`config.mk`:
```
export PLATFORM = sky130hd
export DESIGN_NAME = resonant_tune_controller
export DESIGN_NICKNAME = d
export VERILOG_FILES = /design/src/rtl/resonant_tune_controller.sv
export SDC_FILE = /design/constraint.sdc
export NUM_CORES = 2
export LEC_CHECK = 0
export CORE_ASPECT_RATIO = 0.9
export CORE_MARGIN = 2
export CORE_UTILIZATION = 63
export CTS_BUF_LIST = sky130_fd_sc_hd__clkbuf_4 sky130_fd_sc_hd__clkbuf_8
export DETAILED_ROUTE_END_ITERATION = 6
export PLACE_DENSITY = 0.95
export SLEW_MARGIN = 10
export SYNTH_ARGS = -nofsm -noshare
export SYNTH_HDL_FRONTEND = slang
export SYNTH_SLANG_ARGS = --single-unit
```
`constraint.sdc`:
```
create_clock -name clk -period 12.7 [get_ports clk]
set_input_delay 1.905 -clock clk [delete_from_list [all_inputs] [get_ports clk]]
set_output_delay 1.905 -clock clk [all_outputs]
set_load 0.02 [all_outputs]
```
`src/rtl/resonant_tune_controller.sv`:
```
// Closed-loop tuner for a bank of resonant clock domains: measures each domain's
// period in clk cycles and nudges its tune word until the period sits in the target window.
module resonant_tune_controller #(
  parameter int NUM_DOMAINS = 9,
  parameter int CNT_WIDTH   = 16,
  parameter int LOCK_COUNT  = 4,
  parameter int STEP        = 1
) (
  input  logic                             clk,
  input  logic                             rst_n,
  input  logic                             enable,
  input  logic [NUM_DOMAINS-1:0]           domain_clk,
  input  logic [CNT_WIDTH-1:0]             target_period,
  input  logic [CNT_WIDTH-1:0]             tolerance,
  input  logic                             tune_load,
  input  logic [7:0]                       init_tune,
  output logic [NUM_DOMAINS*8-1:0]         domain_tune,
  output logic [NUM_DOMAINS*CNT_WIDTH-1:0] meas_period,
  output logic [NUM_DOMAINS-1:0]           domain_locked,
  output logic [NUM_DOMAINS-1:0]           domain_stall,
  output logic                             all_locked
);

  localparam int LCW = $clog2(LOCK_COUNT + 1);
  // A missing rise at this count means the next count would hit the all-ones ceiling.
  localparam logic [CNT_WIDTH-1:0] CNT_LAST = {{(CNT_WIDTH-1){1'b1}}, 1'b0};
  localparam logic [LCW-1:0]       WIN_FULL = LCW'(LOCK_COUNT);
  localparam logic [LCW-1:0]       WIN_PRE  = LCW'(LOCK_COUNT - 1);
  localparam logic [8:0]           STEP9    = 9'(STEP);

  typedef enum logic [1:0] {IDLE, ARM, MEASURE} state_t;

  logic [NUM_DOMAINS-1:0] dclk_reg;
  logic [CNT_WIDTH:0]     upper_bound;
  logic [CNT_WIDTH:0]     lower_bound;

  assign upper_bound = {1'b0, target_period} + {1'b0, tolerance};
  assign lower_bound = (target_period >= tolerance) ? {1'b0, target_period - tolerance} : '0;
  assign all_locked  = &domain_locked;

  always_ff @(posedge clk or negedge rst_n) begin
    if (!rst_n) dclk_reg <= '0;
    else        dclk_reg <= domain_clk;
  end

  generate
    for (genvar gi = 0; gi < NUM_DOMAINS; gi++) begin : g_dom
      state_t               state_reg;
      logic [CNT_WIDTH-1:0] cnt_reg;
      logic [CNT_WIDTH-1:0] meas_reg;
      logic [7:0]           tune_reg;
      logic [LCW-1:0]       win_reg;
      logic                 locked_reg;
      logic                 stall_reg;
      logic                 rise;
      logic [CNT_WIDTH:0]   period_ext;
      logic [8:0]           tune_up9;
      logic [8:0]           tune_dn9;
      logic [7:0]           tune_up;
      logic [7:0]           tune_dn;

      assign rise       = domain_clk[gi] & ~dclk_reg[gi];
      assign period_ext = {1'b0, cnt_reg} + {{CNT_WIDTH{1'b0}}, 1'b1};
      assign tune_up9   = {1'b0, tune_reg} + STEP9;
      assign tune_dn9   = {1'b0, tune_reg} - STEP9;
      assign tune_up    = tune_up9[8] ? 8'hFF : tune_up9[7:0];
      assign tune_dn    = tune_dn9[8] ? 8'h00 : tune_dn9[7:0];

      always_ff @(posedge clk or negedge rst_n) begin
        if (!rst_n) begin
          state_reg  <= IDLE;
          cnt_reg    <= '0;
          meas_reg   <= '0;
          tune_reg   <= '0;
          win_reg    <= '0;
          locked_reg <= 1'b0;
          stall_reg  <= 1'b0;
        end else if (!enable) begin
          state_reg  <= IDLE;
          cnt_reg    <= '0;
          win_reg    <= '0;
          locked_reg <= 1'b0;
          stall_reg  <= 1'b0;
          if (tune_load) tune_reg <= init_tune;
        end else begin
          case (state_reg)
            IDLE: begin
              cnt_reg   <= '0;
              state_reg <= ARM;
            end
            ARM: begin
              cnt_reg <= '0;
              if (rise) state_reg <= MEASURE;
            end
            MEASURE: begin
              if (rise) begin
                cnt_reg   <= '0;
                meas_reg  <= period_ext[CNT_WIDTH-1:0];
                stall_reg <= 1'b0;
                if (period_ext > upper_bound) begin
                  tune_reg   <= tune_up;
                  win_reg    <= '0;
                  locked_reg <= 1'b0;
                end else if (period_ext < lower_bound) begin
                  tune_reg   <= tune_dn;
                  win_reg    <= '0;
                  locked_reg <= 1'b0;
                end else begin
                  if (win_reg != WIN_FULL) win_reg <= win_reg + LCW'(1);
                  locked_reg <= (win_reg >= WIN_PRE);
                end
              end else if (cnt_reg == CNT_LAST) begin
                cnt_reg    <= '0;
                stall_reg  <= 1'b1;
                win_reg    <= '0;
                locked_reg <= 1'b0;
                state_reg  <= ARM;
              end else begin
                cnt_reg <= cnt_reg + 1'b1;
              end
            end
            default: state_reg <= IDLE;
          endcase
          // A load overrides any correction computed on the same edge.
          if (tune_load) begin
            tune_reg   <= init_tune;
            win_reg    <= '0;
            locked_reg <= 1'b0;
          end
        end
      end

      assign domain_tune[gi*8 +: 8]                 = tune_reg;
      assign meas_period[gi*CNT_WIDTH +: CNT_WIDTH] = meas_reg;
      assign domain_locked[gi]                      = locked_reg;
      assign domain_stall[gi]                       = stall_reg;
    end
  endgenerate

endmodule

```
==> flow_summary.ini <==
[outcome]
status = finished, violations left
violations = design-rule violations

[sta]
rsz0062_at_grt = false
finalSetupViolCount = 0
fin_crit_sh = 0.611
finalClockSkew_ns = 0.0593
fin_hold_ws_ns = 0.475
slew_headroom = 0.146
fin_tns_setup_ns = 0
hold_viol = 0
worst_pin_slew_ns = 1.27
min_period_ns = 7.76
slew_violations = 0
fmax_ghz = 0.129

[global_route]
grt_max_degree = 115
grt_pass1_wl_um = 159000
grt_pass1_vias = 29500
antenna_found_initial = 3
grt.overflow.total = 0
grt_usage = 0.383

[die]
fp.coreArea_mm2 = 0.0501
dieArea_mm2 = 0.0522
die_x_um = 241
die_y_um = 217
initial_utilization = 0.634
rows = 78
io_pins = 288

[setup_path]
cp_max_fo = 25
path_class = input pin to flip-flop
path_buf_inv = 4
required_ns = 13.27
cp_slowest_stage_delay_ns = 1.08
cp_data_arrival_time_ns = 8.32
path_cells = clkdlybuf4s50_1, inv_1, ha_1, inv_1, a21oi_1, o311a_1, o31ai_1, nor4_1, o41ai_1, a21oi_1, o21bai_1, xnor2_1, buf_4, ha_1, nand4_1, a21oi_1, o31ai_1, nand2_1, o31ai_2, nor2_1, a22o_1
cp-endpoint = g_dom[1].tune_reg[6]
cp-end-kind = flip-flop
r2r-end = g_dom[1].tune_reg[6]
crit_top_cell = a21oi_1
cp-startpoint = tolerance[1]
r2r_start = g_dom[1].cnt_reg[2]
rr_worst_depth = 14
reg2reg_setup_slack_ns = 7.22
crit_cells = 21
startpoint_type = input pin
cp_slowest_cell = o31ai_2
crit_family = compound AO/OA/AOI/OAI gates

[place]
gp_congestion = 0.977
dp_hpwl_um = 72000
place_area_mm2 = 0.0351
io_buffer_count = 287

[logic_synthesis]
synth_flop_cell = dfrtp_1
synth_edf_count = 0
netlist_top_cells_count = nand2_1 (618), dfrtp_1 (432), ha_1 (383)
yosysTopAreaCell = dfrtp_1
synthesis.nets = 4147
ys_types = 98
synth-seq-area-share = 0.341
syn-cell-area_mm2 = 0.0317
synth_top_area_frac = 0.341
synthArstFlopShare = 1.00
avgSynthCellArea_um2 = 8.55
synth_area_leaders = dfrtp_1 (34%), ha_1 (15%), nand2_1 (7.3%), o21ai_0 (3.5%), a21oi_1 (3.0%)
ys_ff_latch = 432
synthCells = 3709
yosysWarnings = 0
synth.most_common_cell = nand2_1

[clocking]
clk_pin_slew_ns = 0.06
cts-resized-gates = 0
cts_root_buffer = clkbuf_8
insertion_delay_ns = 0.73
cts_max_level = 3
cts_made_buffers = 72
hold_buffers = 0
clockBufferDepth = 3
cts_tree = yes
cts.sinks = 432
cts_setup_buffers = 0

[routing]
wl_per_cell_um = 21.6
viasPerCell = 6.67
drtPass1Iterations = 7
drtIter0Drc = 4159
final_antenna_net_count = 0
vias = 31200
routed_wl_um = 101000
drc = 10

[layout]
fillCellCount = 3399
syn_to_final_growth_pct = 15.6
drive_above_1_share = 0.0606
final_nets = 4381
final_area_mm2 = 0.0367

[power_and_ir_drop]
power_density_mw_per_mm2 = 103
p_leak_nw = 17.8
ir_drop_mv = 0.0683

[hold_path]
hold_path.class = flip-flop to flip-flop

[job]
max_cap_violations = 0
-- routing by layer --
metal  wire length, µm  GRT usage
met5                41          0
met4              6790      0.232
met3             13100     0.0992
met2             44100      0.581
met1             37100      0.493
-- stage by stage --
step                      worst slack (ns)  std cells  power, mW  utilization
final                                 4.94       4678       3.77        0.732
after global routing                  4.56       4676       3.90        0.732
after CTS                             5.12       4674       3.74        0.732
after detailed placement              4.44       4549       2.37        0.701
after global placement                4.67       4549       2.34        0.701
after floorplan                       6.09       3709       2.02            -
-- cell families after synthesis --
| family | Yosys count | synth area share |
|---|---|---|
| adders and majority gates | 385 | 0.152 |
| DFF | 432 | 0.341 |
| AOI/OAI and AO/OA | 911 | 0.191 |
| buffers and inverters | 340 | 0.0439 |
| muxes | 30 | 0.0116 |
| xor gates and xnor gates | 154 | 0.0425 |
| and+or+nand+nor | 1457 | 0.218 |
-- final cells by class --
class / instances / area, µm² / area share
antenna: 4 / 10.0 / 0.000273
clock buffer: 108 / 1370 / 0.0375
clock inverter: 17 / 194 / 0.00529
inverter: 174 / 653 / 0.0178
multi-input combinational: 2937 / 19600 / 0.535
sequential: 432 / 10800 / 0.295
tap: 680 / 851 / 0.0232
timing repair buffer: 326 / 3170 / 0.0865
-- worst min-delay path: cells and delay by family (launching register included) --
family        cells  cell delay [ns]
flops             1             0.34
simple gates      2             0.10
-- report_power, final --
part / switching (mW) / internal (mW) / leakage (nW)
clock: 0.602 / 0.772 / 0.830
sequential: 0.0977 / 1.42 / 5.83
combinational: 0.546 / 0.330 / 11.2
total: 1.25 / 2.53 / 17.8
-- placed cells by master, fill, tap and decap left out, drive strengths merged, types with 28 or more instances in the layout --
cell type	synthesis	layout
nand2	619	619
or3	33	33
and3	64	64
nand4	92	92
nand3	140	140
clkbuf	114	108
clkdlybuf4s50	0	286
a22o	85	85
inv	174	175
a21o	89	89
a31oi	44	44
xnor2	83	83
nor2	236	236
o21ai	230	230
buf	52	40
a21oi	193	193
and4	30	30
o31ai	30	30
nor3	80	80
ha	383	383
a211oi	34	34
nand2b	28	28
o21a	28	28
xor2	71	71
dfrtp	432	432
-- worst min-delay path by stage --
stage	depth (start not counted)	startpoint	slack [ns]	end
CTS	2	g_dom[6].meas_reg[2]	0.48	g_dom[6].meas_reg[2]
detailed placement	2	g_dom[4].meas_reg[2]	0.46	g_dom[4].meas_reg[2]
floorplan	2	g_dom[1].stall_reg	0.46	g_dom[1].stall_reg
global route	2	g_dom[5].meas_reg[7]	0.50	g_dom[5].meas_reg[7]
finish	2	g_dom[7].meas_reg[9]	0.48	g_dom[7].meas_reg[9]
global placement	2	g_dom[4].meas_reg[2]	0.46	g_dom[4].meas_reg[2]
(Power assumes the default switching activity.)
